<file path="config.mk">
export PLATFORM = sky130hd
export DESIGN_NAME = lotr_ring_stop_flat
export DESIGN_NICKNAME = d
export VERILOG_FILES = /design/src/rtl/lotr_ring_stop_if.sv /design/src/rtl/lotr_ring_stop.sv /design/src/flat_wrapper.sv
export SDC_FILE = /design/constraint.sdc
export NUM_CORES = 1
export LEC_CHECK = 0
export ABC_AREA = 1
export BUFFER_PORTS_ARGS = -buffer_cell sky130_fd_sc_hd__buf_2
export CORE_MARGIN = 2
export CORE_UTILIZATION = 40
export CTS_BUF_LIST = sky130_fd_sc_hd__clkbuf_16
export DETAILED_ROUTE_END_ITERATION = 6
export GPL_ROUTABILITY_DRIVEN = 0
export HOLD_SLACK_MARGIN = 0.06
export PLACE_DENSITY = 0.59
export SLEW_MARGIN = 15
export SYNTH_ARGS = -nofsm -noshare
export SYNTH_HDL_FRONTEND = slang
export SYNTH_SLANG_ARGS = --single-unit
</file>
<file path="constraint.sdc">
create_clock -name QClk -period 7.8 [get_ports QClk]
set_input_delay 0.78 -clock QClk [delete_from_list [all_inputs] [get_ports QClk]]
set_output_delay 0.78 -clock QClk [all_outputs]
set_load 0.02 [all_outputs]
</file>
<file path="src/rtl/lotr_ring_stop_if.sv">
// Opcode package and ring-stop bus interface for the LOTR ring.
// The slave modport is the ring stop; the master modport is the tile/ring side.
package lotr_pkg;
  typedef enum logic [1:0] {
    RD      = 2'd0,
    RD_RSP  = 2'd1,
    WR      = 2'd2,
    WR_BCST = 2'd3
  } t_opcode;
endpackage

interface lotr_ring_stop_if #(
  parameter int ADDR_W = 32,
  parameter int DATA_W = 32
);
  import lotr_pkg::*;

  logic              RingInputValidQ500H;
  t_opcode           RingInputOpcodeQ500H;
  logic [ADDR_W-1:0] RingInputAddressQ500H;
  logic [DATA_W-1:0] RingInputDataQ500H;

  logic              RingOutputValidQ502H;
  t_opcode           RingOutputOpcodeQ502H;
  logic [ADDR_W-1:0] RingOutputAddressQ502H;
  logic [DATA_W-1:0] RingOutputDataQ502H;

  logic              LocalReqValidQ502H;
  t_opcode           LocalReqOpcodeQ502H;
  logic [ADDR_W-1:0] LocalReqAddressQ502H;
  logic [DATA_W-1:0] LocalReqDataQ502H;

  logic              LocalInjValid;
  logic              LocalInjReady;
  t_opcode           LocalInjOpcode;
  logic [ADDR_W-1:0] LocalInjAddress;
  logic [DATA_W-1:0] LocalInjData;

  modport master (
    output RingInputValidQ500H, RingInputOpcodeQ500H, RingInputAddressQ500H, RingInputDataQ500H,
    input  RingOutputValidQ502H, RingOutputOpcodeQ502H, RingOutputAddressQ502H, RingOutputDataQ502H,
    input  LocalReqValidQ502H, LocalReqOpcodeQ502H, LocalReqAddressQ502H, LocalReqDataQ502H,
    output LocalInjValid, LocalInjOpcode, LocalInjAddress, LocalInjData,
    input  LocalInjReady
  );

  modport slave (
    input  RingInputValidQ500H, RingInputOpcodeQ500H, RingInputAddressQ500H, RingInputDataQ500H,
    output RingOutputValidQ502H, RingOutputOpcodeQ502H, RingOutputAddressQ502H, RingOutputDataQ502H,
    output LocalReqValidQ502H, LocalReqOpcodeQ502H, LocalReqAddressQ502H, LocalReqDataQ502H,
    input  LocalInjValid, LocalInjOpcode, LocalInjAddress, LocalInjData,
    output LocalInjReady
  );
endinterface

</file>
<file path="src/rtl/lotr_ring_stop.sv">
// LOTR ring stop: consume/forward/broadcast ring slots and refill empty slots from a local FIFO.
// Optional saturating performance counters are enabled with `define LOTR_RING_STOP_PERF_EN.
module lotr_ring_stop
  import lotr_pkg::*;
#(
  parameter int DEPTH  = 4,
  parameter int ADDR_W = 32,
  parameter int DATA_W = 32
) (
  input  logic            QClk,
  input  logic            RstQnnnL,
  input  logic [7:0]      CoreID,
  lotr_ring_stop_if.slave ring,
  output logic [15:0]     PerfFwdCnt,
  output logic [15:0]     PerfConsCnt,
  output logic [15:0]     PerfInjCnt
);

  localparam int PTR_W = $clog2(DEPTH);
  localparam int CNT_W = PTR_W + 1;

  logic              s1_valid;
  t_opcode           s1_opcode;
  logic [ADDR_W-1:0] s1_addr;
  logic [DATA_W-1:0] s1_data;

  always_ff @(posedge QClk) begin
    if (!RstQnnnL) begin
      s1_valid  <= 1'b0;
      s1_opcode <= RD;
      s1_addr   <= '0;
      s1_data   <= '0;
    end else begin
      s1_valid  <= ring.RingInputValidQ500H;
      s1_opcode <= ring.RingInputOpcodeQ500H;
      s1_addr   <= ring.RingInputAddressQ500H;
      s1_data   <= ring.RingInputDataQ500H;
    end
  end

  logic [7:0] tgt_id;
  logic [7:0] org_id;
  logic       is_bcst;
  logic       consume;
  logic       bcst_deliver;
  logic       bcst_drop;
  logic       deliver;
  logic       forward;

  assign tgt_id       = s1_addr[31:24];
  assign org_id       = s1_addr[23:16];
  assign is_bcst      = (s1_opcode == WR_BCST);
  assign consume      = s1_valid && !is_bcst && (tgt_id == CoreID);
  assign bcst_deliver = s1_valid && is_bcst && (org_id != CoreID);
  assign bcst_drop    = s1_valid && is_bcst && (org_id == CoreID);
  assign deliver      = consume || bcst_deliver;
  assign forward      = s1_valid && !consume && !bcst_drop;

  t_opcode           fifo_op   [DEPTH];
  logic [ADDR_W-1:0] fifo_addr [DEPTH];
  logic [DATA_W-1:0] fifo_data [DEPTH];
  logic [PTR_W-1:0]  wr_ptr;
  logic [PTR_W-1:0]  rd_ptr;
  logic [CNT_W-1:0]  count;
  logic              fifo_empty;
  logic              push;
  logic              pop;

  // count never exceeds DEPTH, so its MSB alone marks the full state
  assign ring.LocalInjReady = !count[PTR_W];
  assign fifo_empty         = (count == '0);
  assign push               = ring.LocalInjValid && ring.LocalInjReady;
  assign pop                = !forward && !fifo_empty;

  always_ff @(posedge QClk) begin
    if (push) begin
      fifo_op[wr_ptr]   <= ring.LocalInjOpcode;
      fifo_addr[wr_ptr] <= ring.LocalInjAddress;
      fifo_data[wr_ptr] <= ring.LocalInjData;
    end
  end

  always_ff @(posedge QClk) begin
    if (!RstQnnnL) begin
      wr_ptr <= '0;
      rd_ptr <= '0;
      count  <= '0;
    end else begin
      if (push) wr_ptr <= wr_ptr + PTR_W'(1);
      if (pop)  rd_ptr <= rd_ptr + PTR_W'(1);
      case ({push, pop})
        2'b10:   count <= count + CNT_W'(1);
        2'b01:   count <= count - CNT_W'(1);
        default: count <= count;
      endcase
    end
  end

  logic              out_valid;
  t_opcode           out_opcode;
  logic [ADDR_W-1:0] out_addr;
  logic [DATA_W-1:0] out_data;
  logic              loc_valid;
  t_opcode           loc_opcode;
  logic [ADDR_W-1:0] loc_addr;
  logic [DATA_W-1:0] loc_data;

  // Ring traffic wins the outgoing slot; the FIFO head only fills a hole.
  always_ff @(posedge QClk) begin
    if (!RstQnnnL) begin
      out_valid  <= 1'b0;
      out_opcode <= RD;
      out_addr   <= '0;
      out_data   <= '0;
      loc_valid  <= 1'b0;
      loc_opcode <= RD;
      loc_addr   <= '0;
      loc_data   <= '0;
    end else begin
      loc_valid  <= deliver;
      loc_opcode <= deliver ? s1_opcode : RD;
      loc_addr   <= deliver ? s1_addr : '0;
      loc_data   <= deliver ? s1_data : '0;
      if (forward) begin
        out_valid  <= 1'b1;
        out_opcode <= s1_opcode;
        out_addr   <= s1_addr;
        out_data   <= s1_data;
      end else if (pop) begin
        out_valid  <= 1'b1;
        out_opcode <= fifo_op[rd_ptr];
        out_addr   <= fifo_addr[rd_ptr];
        out_data   <= fifo_data[rd_ptr];
      end else begin
        out_valid  <= 1'b0;
        out_opcode <= RD;
        out_addr   <= '0;
        out_data   <= '0;
      end
    end
  end

  assign ring.RingOutputValidQ502H   = out_valid;
  assign ring.RingOutputOpcodeQ502H  = out_opcode;
  assign ring.RingOutputAddressQ502H = out_addr;
  assign ring.RingOutputDataQ502H    = out_data;
  assign ring.LocalReqValidQ502H     = loc_valid;
  assign ring.LocalReqOpcodeQ502H    = loc_opcode;
  assign ring.LocalReqAddressQ502H   = loc_addr;
  assign ring.LocalReqDataQ502H      = loc_data;

`ifdef LOTR_RING_STOP_PERF_EN
  logic [15:0] fwd_cnt;
  logic [15:0] cons_cnt;
  logic [15:0] inj_cnt;

  always_ff @(posedge QClk) begin
    if (!RstQnnnL) begin
      fwd_cnt  <= '0;
      cons_cnt <= '0;
      inj_cnt  <= '0;
    end else begin
      if (forward && fwd_cnt != 16'hFFFF)  fwd_cnt  <= fwd_cnt + 16'd1;
      if (deliver && cons_cnt != 16'hFFFF) cons_cnt <= cons_cnt + 16'd1;
      if (pop && inj_cnt != 16'hFFFF)      inj_cnt  <= inj_cnt + 16'd1;
    end
  end

  assign PerfFwdCnt  = fwd_cnt;
  assign PerfConsCnt = cons_cnt;
  assign PerfInjCnt  = inj_cnt;
`else
  assign PerfFwdCnt  = '0;
  assign PerfConsCnt = '0;
  assign PerfInjCnt  = '0;
`endif

endmodule
</file>
<file path="src/flat_wrapper.sv">
// flat-port wrapper written by rule: the top's interface ports become plain ports
module lotr_ring_stop_flat import lotr_pkg::*;
#(
  parameter int DEPTH  = 4,
  parameter int ADDR_W = 32,
  parameter int DATA_W = 32
)
  (QClk, RstQnnnL, CoreID, PerfFwdCnt, PerfConsCnt, PerfInjCnt, ring_RingInputValidQ500H, ring_RingInputOpcodeQ500H, ring_RingInputAddressQ500H, ring_RingInputDataQ500H, ring_RingOutputValidQ502H, ring_RingOutputOpcodeQ502H, ring_RingOutputAddressQ502H, ring_RingOutputDataQ502H, ring_LocalReqValidQ502H, ring_LocalReqOpcodeQ502H, ring_LocalReqAddressQ502H, ring_LocalReqDataQ502H, ring_LocalInjValid, ring_LocalInjOpcode, ring_LocalInjAddress, ring_LocalInjData, ring_LocalInjReady);
  lotr_ring_stop_if #(.ADDR_W(ADDR_W), .DATA_W(DATA_W)) ring_i ();
  input  logic QClk;
  input  logic RstQnnnL;
  input  logic [7:0] CoreID;
  output logic [15:0] PerfFwdCnt;
  output logic [15:0] PerfConsCnt;
  output logic [15:0] PerfInjCnt;
  input wire logic [$bits(ring_i.RingInputValidQ500H)-1:0] ring_RingInputValidQ500H;
  input wire logic [$bits(ring_i.RingInputOpcodeQ500H)-1:0] ring_RingInputOpcodeQ500H;
  input wire logic [$bits(ring_i.RingInputAddressQ500H)-1:0] ring_RingInputAddressQ500H;
  input wire logic [$bits(ring_i.RingInputDataQ500H)-1:0] ring_RingInputDataQ500H;
  output wire logic [$bits(ring_i.RingOutputValidQ502H)-1:0] ring_RingOutputValidQ502H;
  output wire logic [$bits(ring_i.RingOutputOpcodeQ502H)-1:0] ring_RingOutputOpcodeQ502H;
  output wire logic [$bits(ring_i.RingOutputAddressQ502H)-1:0] ring_RingOutputAddressQ502H;
  output wire logic [$bits(ring_i.RingOutputDataQ502H)-1:0] ring_RingOutputDataQ502H;
  output wire logic [$bits(ring_i.LocalReqValidQ502H)-1:0] ring_LocalReqValidQ502H;
  output wire logic [$bits(ring_i.LocalReqOpcodeQ502H)-1:0] ring_LocalReqOpcodeQ502H;
  output wire logic [$bits(ring_i.LocalReqAddressQ502H)-1:0] ring_LocalReqAddressQ502H;
  output wire logic [$bits(ring_i.LocalReqDataQ502H)-1:0] ring_LocalReqDataQ502H;
  input wire logic [$bits(ring_i.LocalInjValid)-1:0] ring_LocalInjValid;
  input wire logic [$bits(ring_i.LocalInjOpcode)-1:0] ring_LocalInjOpcode;
  input wire logic [$bits(ring_i.LocalInjAddress)-1:0] ring_LocalInjAddress;
  input wire logic [$bits(ring_i.LocalInjData)-1:0] ring_LocalInjData;
  output wire logic [$bits(ring_i.LocalInjReady)-1:0] ring_LocalInjReady;
  assign ring_i.RingInputValidQ500H = ring_RingInputValidQ500H;
  assign ring_i.RingInputOpcodeQ500H = ring_RingInputOpcodeQ500H;
  assign ring_i.RingInputAddressQ500H = ring_RingInputAddressQ500H;
  assign ring_i.RingInputDataQ500H = ring_RingInputDataQ500H;
  assign ring_RingOutputValidQ502H = ring_i.RingOutputValidQ502H;
  assign ring_RingOutputOpcodeQ502H = ring_i.RingOutputOpcodeQ502H;
  assign ring_RingOutputAddressQ502H = ring_i.RingOutputAddressQ502H;
  assign ring_RingOutputDataQ502H = ring_i.RingOutputDataQ502H;
  assign ring_LocalReqValidQ502H = ring_i.LocalReqValidQ502H;
  assign ring_LocalReqOpcodeQ502H = ring_i.LocalReqOpcodeQ502H;
  assign ring_LocalReqAddressQ502H = ring_i.LocalReqAddressQ502H;
  assign ring_LocalReqDataQ502H = ring_i.LocalReqDataQ502H;
  assign ring_i.LocalInjValid = ring_LocalInjValid;
  assign ring_i.LocalInjOpcode = ring_LocalInjOpcode;
  assign ring_i.LocalInjAddress = ring_LocalInjAddress;
  assign ring_i.LocalInjData = ring_LocalInjData;
  assign ring_LocalInjReady = ring_i.LocalInjReady;
  lotr_ring_stop #(.DEPTH(DEPTH), .ADDR_W(ADDR_W), .DATA_W(DATA_W)) u_core (.QClk(QClk), .RstQnnnL(RstQnnnL), .CoreID(CoreID), .ring(ring_i), .PerfFwdCnt(PerfFwdCnt), .PerfConsCnt(PerfConsCnt), .PerfInjCnt(PerfInjCnt));
endmodule
</file>
# Word level (Yosys, flattened, before mapping)
# Memories as Yosys holds them, arrays and structs flattened. A register that Yosys moved wholly into a read port is not among the register bits.
# Cells that the tools add are included.
dict set report totals {
  output_inout_bits 183
  inputBits 144
  ram_bits 264
  mem_count 3
  ff_bits 208
  elab_cells 64
}
# name depth width rd rd_clocked_by_memory_dff write_ports line
set mem_list {}
lappend mem_list {u_core.fifo_addr 4 32 1 1 1 lotr_ring_stop.sv:60} ;# logic [ADDR_W-1:0] fifo_addr [DEPTH];
lappend mem_list {u_core.fifo_data 4 32 1 1 1 lotr_ring_stop.sv:61} ;# logic [DATA_W-1:0] fifo_data [DEPTH];
lappend mem_list {u_core.fifo_op 4 2 1 1 1 lotr_ring_stop.sv:59} ;# t_opcode fifo_op [DEPTH];
dict set report classes {
  n_reduce_logical 19
  n_addsub 4
  eq_ne 6
  mux 17
}
# operator n
set ops {}
lappend ops {{32-bit two-way mux} 4}
lappend ops {{8-bit == test} 2}
lappend ops {{2-bit two-way mux} 8}
lappend ops {{1-bit logical AND} 9}
lappend ops {{8-bit inequality test} 1}
lappend ops {{1-bit logical NOT} 6}
lappend ops {{3-bit one-hot mux with 2 select lines} 1}
lappend ops {{2-bit by 1-bit adder with 2-bit output, second input constant} 2}
lappend ops {{2-bit == test, second input constant} 2}
lappend ops {{1-bit two-way mux} 4}
lappend ops {{3-bit by 1-bit adder with 3-bit output, second input constant} 1}
lappend ops {{3-bit logical NOT} 1}
lappend ops {{3-bit by 1-bit subtractor with 3-bit output, second input constant} 1}
lappend ops {{2-bit by 1-bit == test with 1-bit output, second input constant} 1}
lappend ops {{2-bit AND reduction} 1}
lappend ops {{2-bit nonzero test} 1}
lappend ops {{1-bit logical OR} 1}

# Longest topological paths before layout
dict set report logic_depth {
  ltp_word 11
  mapped_depth 17
  mapped_depth_nobuf 16
}

# Worst setup path before layout
# Ideal clock, no wire load.
dict set report synth_timing {
  kind {input-to-reg}
  start {input ring_LocalInjValid}
  end {memory u_core.fifo_addr[0][0], enable pin}
  setup_ns 0.491
  stages 2
  setup_slack_ns 3.590
  t_required_ns 7.309
  arrival_ns 3.719
  path_buffers 0
  cell_sequence {nand2_1 nor2_1}
}
dict set report synth_between {
  elab_chain_cells 3
}
# element line
set synth_lines {}
lappend synth_lines {{from (decl)} flat_wrapper.sv:28} ;# input wire logic [$bits(ring_i.LocalInjValid)-1:0] ring_LocalInjValid;
lappend synth_lines {{1-bit logical AND} lotr_ring_stop.sv:72} ;# assign push = ring.LocalInjValid && ring.LocalInjReady;
lappend synth_lines {{1-bit two-way mux} lotr_ring_stop.sv:76} ;# if (push) begin
lappend synth_lines {{1-bit two-way mux (implied by the code)} lotr_ring_stop.sv:78} ;# fifo_addr[wr_ptr] <= ring.LocalInjAddress;
lappend synth_lines {{to (decl)} lotr_ring_stop.sv:60}
# No other way between the ends.

# Worst setup path after layout
dict set report layout_timing {
  start {register u_core.s1_addr[20]}
  end {register u_core.out_data[7] (netlist: u_core.ring.RingOutputDataQ502H[7])}
}
dict set report layout_between {
  elab_chain_cells 8
}
# element line
set layout_lines {}
lappend layout_lines {{from (decl)} lotr_ring_stop.sv:24} ;# logic [ADDR_W-1:0] s1_addr;
lappend layout_lines {{from (signal assigned)} lotr_ring_stop.sv:36} ;# s1_addr <= ring.RingInputAddressQ500H;
lappend layout_lines {{8-bit == test *} lotr_ring_stop.sv:55} ;# assign bcst_drop = s1_valid && is_bcst && (org_id == CoreID);
lappend layout_lines {{1-bit logical AND *} lotr_ring_stop.sv:55}
lappend layout_lines {{1-bit logical NOT *} lotr_ring_stop.sv:57} ;# assign forward = s1_valid && !consume && !bcst_drop;
lappend layout_lines {{1-bit logical AND *} lotr_ring_stop.sv:57}
lappend layout_lines {{1-bit logical NOT} lotr_ring_stop.sv:73} ;# assign pop = !forward && !fifo_empty;
lappend layout_lines {{1-bit logical AND} lotr_ring_stop.sv:73}
lappend layout_lines {{32-bit two-way mux} lotr_ring_stop.sv:129} ;# end else if (pop) begin
lappend layout_lines {{32-bit two-way mux *} lotr_ring_stop.sv:124} ;# if (forward) begin
lappend layout_lines {{to (signal assigned)} lotr_ring_stop.sv:128} ;# out_data <= s1_data;
lappend layout_lines {{to (signal assigned)} lotr_ring_stop.sv:133} ;# out_data <= fifo_data[rd_ptr];
lappend layout_lines {{to (decl)} lotr_ring_stop.sv:102} ;# logic [DATA_W-1:0] out_data;
# Mark *: on every way between the ends. The rest lies on a longest branch, timed or not.
# A chain may end at the register's enable or synchronous reset.

==> run_results.csv <==
group,metric,value,unit
outcome,status,"finished clean",
global_routing,antenna_found_initial,12,
clock_tree,ctsResizeCount,0,
clock_tree,post-cts-setup-buffers,0,
synthesis,ys_ff_latch,474,
sta,finalSetupTns,0,ns
clock_tree,cts_sinks,474,
place,hpwl,24.77,mm
finish,layout_common_cells,"277 x buf_2, 264 x edfxtp_1, 208 x dfxtp_1",
sta,min_period,2.915,ns
clock_tree,cts_hold_buf,0,
global_routing,grt_pass1_vias,11238,
critical_path,start_kind,"register",
sta,clock_skew,0.01400,ns
synthesis,syn_inst,1511,
floorplanning,io_pins,327,
sta,tightest_slew,1.063,ns
sta,max-slew-margin-rel,0.2916,
place,place_area,18680,µm²
detailed_routing,dr.pass1.iters,4,
finish,regArea,12140,µm²
critical_path,cp_data_arrival_time,3.35,ns
global_routing,grt_usage,0.1861,
finish,final_common_cell,"buf_2",
synthesis,syn_avg_cell_area,11.36,µm²
clock_tree,cts_tree,"yes",
synthesis,yosysWarnings,0,
clock_tree,cts-root-buf,"clkbuf_16",
sta,max_freq,343.1,MHz
global_routing,gr-usage-met3,0.04698,
global_routing,grt_max_degree,89,
pwr,peakVddDrop,189.5,µV
clock_tree,htreeDepth,2,
pwr,finalPower,6.710,mW
floorplanning,rows,75,
finish,nets,1909,
floorplanning,start_util,0.4072,
place,portBuffers,278,
floorplanning,core_area,42130,µm²
sta,finalHoldViolCount,0,
floorplanning,fp.dieH,211.1,µm
floorplanning,die_w,211.1,µm
clock_tree,clk_transition_reported_paths,0.06,ns
sta,worst_slack,4.885,ns
clock_tree,clockBufferDepth,3,
detailed_routing,drt_iter0_markers,698,
sta,setup_viol,0,
global_routing,globalRoute.totalOverflow,0,
pwr,p_leak,8.435,nW
finish,area_growth,17.50,%
critical_path,critPathCaptureType,"register",
detailed_routing,wl_per_cell,17.97,µm
critical_path,critPathKind,"register to register",
detailed_routing,postRouteAntennaNets,0,
detailed_routing,drc,0,
clock_tree,worstSkewPairLatency,0.58,ns
place,pre_cts_ws,4.257,ns
detailed_routing,vias,11417,
flow_run,maxCapViolCount,0,
sta,drv_slew,0,
detailed_routing,wirelength,42.11,mm
finish,final_cell_area,20160,µm²
global_routing,grt_use_met2,0.3185,
finish,layout-drive-gt1-share,0.2106,
synthesis,synth_cell_types,30,
worst_hold_path,min_path_type,"input pin to register",
synthesis,seq_area_frac_synth,0.7070,
clock_tree,cts_buffers,49,
global_routing,use_met1,0.2323,
sta,rsz0062_at_grt,"no",
critical_path,worstPathMaxFanout,67,
sta,min_period_over_period,0.3737,
finish,multi_input_area,3801,µm²
global_routing,grt_pass1_wl,63.74,mm
sta,holdWs,0.3858,ns
pwr,p_per_area,332.8,nW/µm²
global_routing,grt-busiest-layer,"met2",
critical_path,crit_required,8.23,ns
finish,fill_cells,3849,
floorplanning,dieArea,44570,µm²
synthesis,netlist_area,17160,µm²
detailed_routing,routed_via_density,4.873,
sequential cells by signal (all words and copies together) (netlist names), 8 cells and up, named ones only:
register,count
u_core.ring.LocalReqDataQ502H,32
u_core.s1_data,32
u_core.fifo_addr,128
u_core.ring.LocalReqAddressQ502H,32
u_core.ring.RingOutputDataQ502H,32
u_core.fifo_data,128
u_core.ring.RingOutputAddressQ502H,32
u_core.fifo_op,8
u_core.s1_addr,32
critical path, cell delays in order (launching register included):
cell and delay [ns]:
dfxtp_1 0.40, xnor2_1 0.14, nand2_1 0.07, nor2_1 0.12
nand2_1 0.15, nand2_4 0.31, buf_4 0.58, nand2_4 0.61
nand2_1 0.26, a21oi_2 0.08
layout make-up:
type / count / share of cell area
sequential: 474 / 0.6020
multi-input combinational: 789 / 0.1885
inverter: 155 / 0.02911
timing repair buffer: 290 / 0.07360
clock inverter: 41 / 0.009557
clock buffer: 51 / 0.06330
antenna: 4 / 0.0004965
tap: 539 / 0.03345
logic make-up (layout without fill, tap and decap cells):
| logic type | Yosys count | count (layout) | share of synthesized area |
|---|---|---|---|
| other | 1 | 52 | 0.0002185 |
| adder cells (fa/ha/maj) | 6 | 6 | 0.004813 |
| flip-flops | 474 | 474 | 0.7070 |
| AND/OR/NAND/NOR | 443 | 443 | 0.1084 |
| AO/OA/AOI/OAI | 278 | 278 | 0.08787 |
| buffers and inverters | 295 | 537 | 0.08451 |
| XOR/XNOR | 14 | 14 | 0.007146 |
metal layers:
layer  part of all wire  vias up  wire length [µm]
met2               0.49      314             20470
li1                   -     5517                 -
met5             0.0025        -               104
met1               0.43     5498             18200
met4              0.017       18               722
met3              0.062       70              2609
through the flow:
| stage | std cells | util |
|---|---|---|
| after floorplan | 1558 | - |
| after global placement | 2247 | 0.4434 |
| after detailed placement | 2247 | 0.4434 |
| after CTS | 2339 | 0.4783 |
| after global routing | 2340 | 0.4783 |
| final | 2343 | 0.4785 |
Yosys cell counts:
library cell / instances / area [µm²]
edfxtp_1: 264 / 7928
dfxtp_1: 210 / 4204
nor2_1: 209 / 784.5
nand2_1: 157 / 589.3
inv_1: 149 / 559.3
o21ai_0: 123 / 615.6
nand4_1: 67 / 419.2
o22ai_1: 66 / 412.9
a21oi_1: 65 / 325.3
buf_4: 60 / 450.4
clkbuf_1: 44 / 165.2
buf_2: 26 / 130.1
o21ai_1: 15 / 75.07
xnor2_1: 13 / 113.9
a21oi_2: 9 / 78.83
buf_6: 8 / 90.09
ha_1: 5 / 62.56
inv_2: 4 / 15.01
nand2_2: 3 / 18.77
buf_8: 2 / 30.03
nor2_2: 2 / 12.51
nor3_1: 2 / 10.01
clkinv_1: 1 / 3.750
conb_1: 1 / 3.750
fa_1: 1 / 20.02
inv_4: 1 / 6.260
nand2_4: 1 / 11.26
nand3_1: 1 / 5.000
nand3_2: 1 / 10.01
xor2_1: 1 / 8.760
path summary, 6_finish.rpt:
kind	cells past startpoint	to	slack, ns	from
max	9	u_core.ring.RingOutputDataQ502H[7]	4.89	u_core.s1_addr[20]
min	3	u_core.s1_addr[6]	0.39	ring_RingInputAddressQ500H[6]
max reg2reg	9	u_core.ring.RingOutputDataQ502H[7]	4.89	u_core.s1_addr[20]
min reg2reg	2	u_core.ring.LocalReqDataQ502H[29]	0.42	u_core.s1_data[29]
report_power, final:
part	switching [mW]	internal, mW	leakage [nW]	total, mW
clock	0.927	1.21	0.808	2.13
sequential	0.110	2.93	4.14	3.04
combinational	1.09	0.448	3.48	1.53
(Power assumes the default switching activity.)
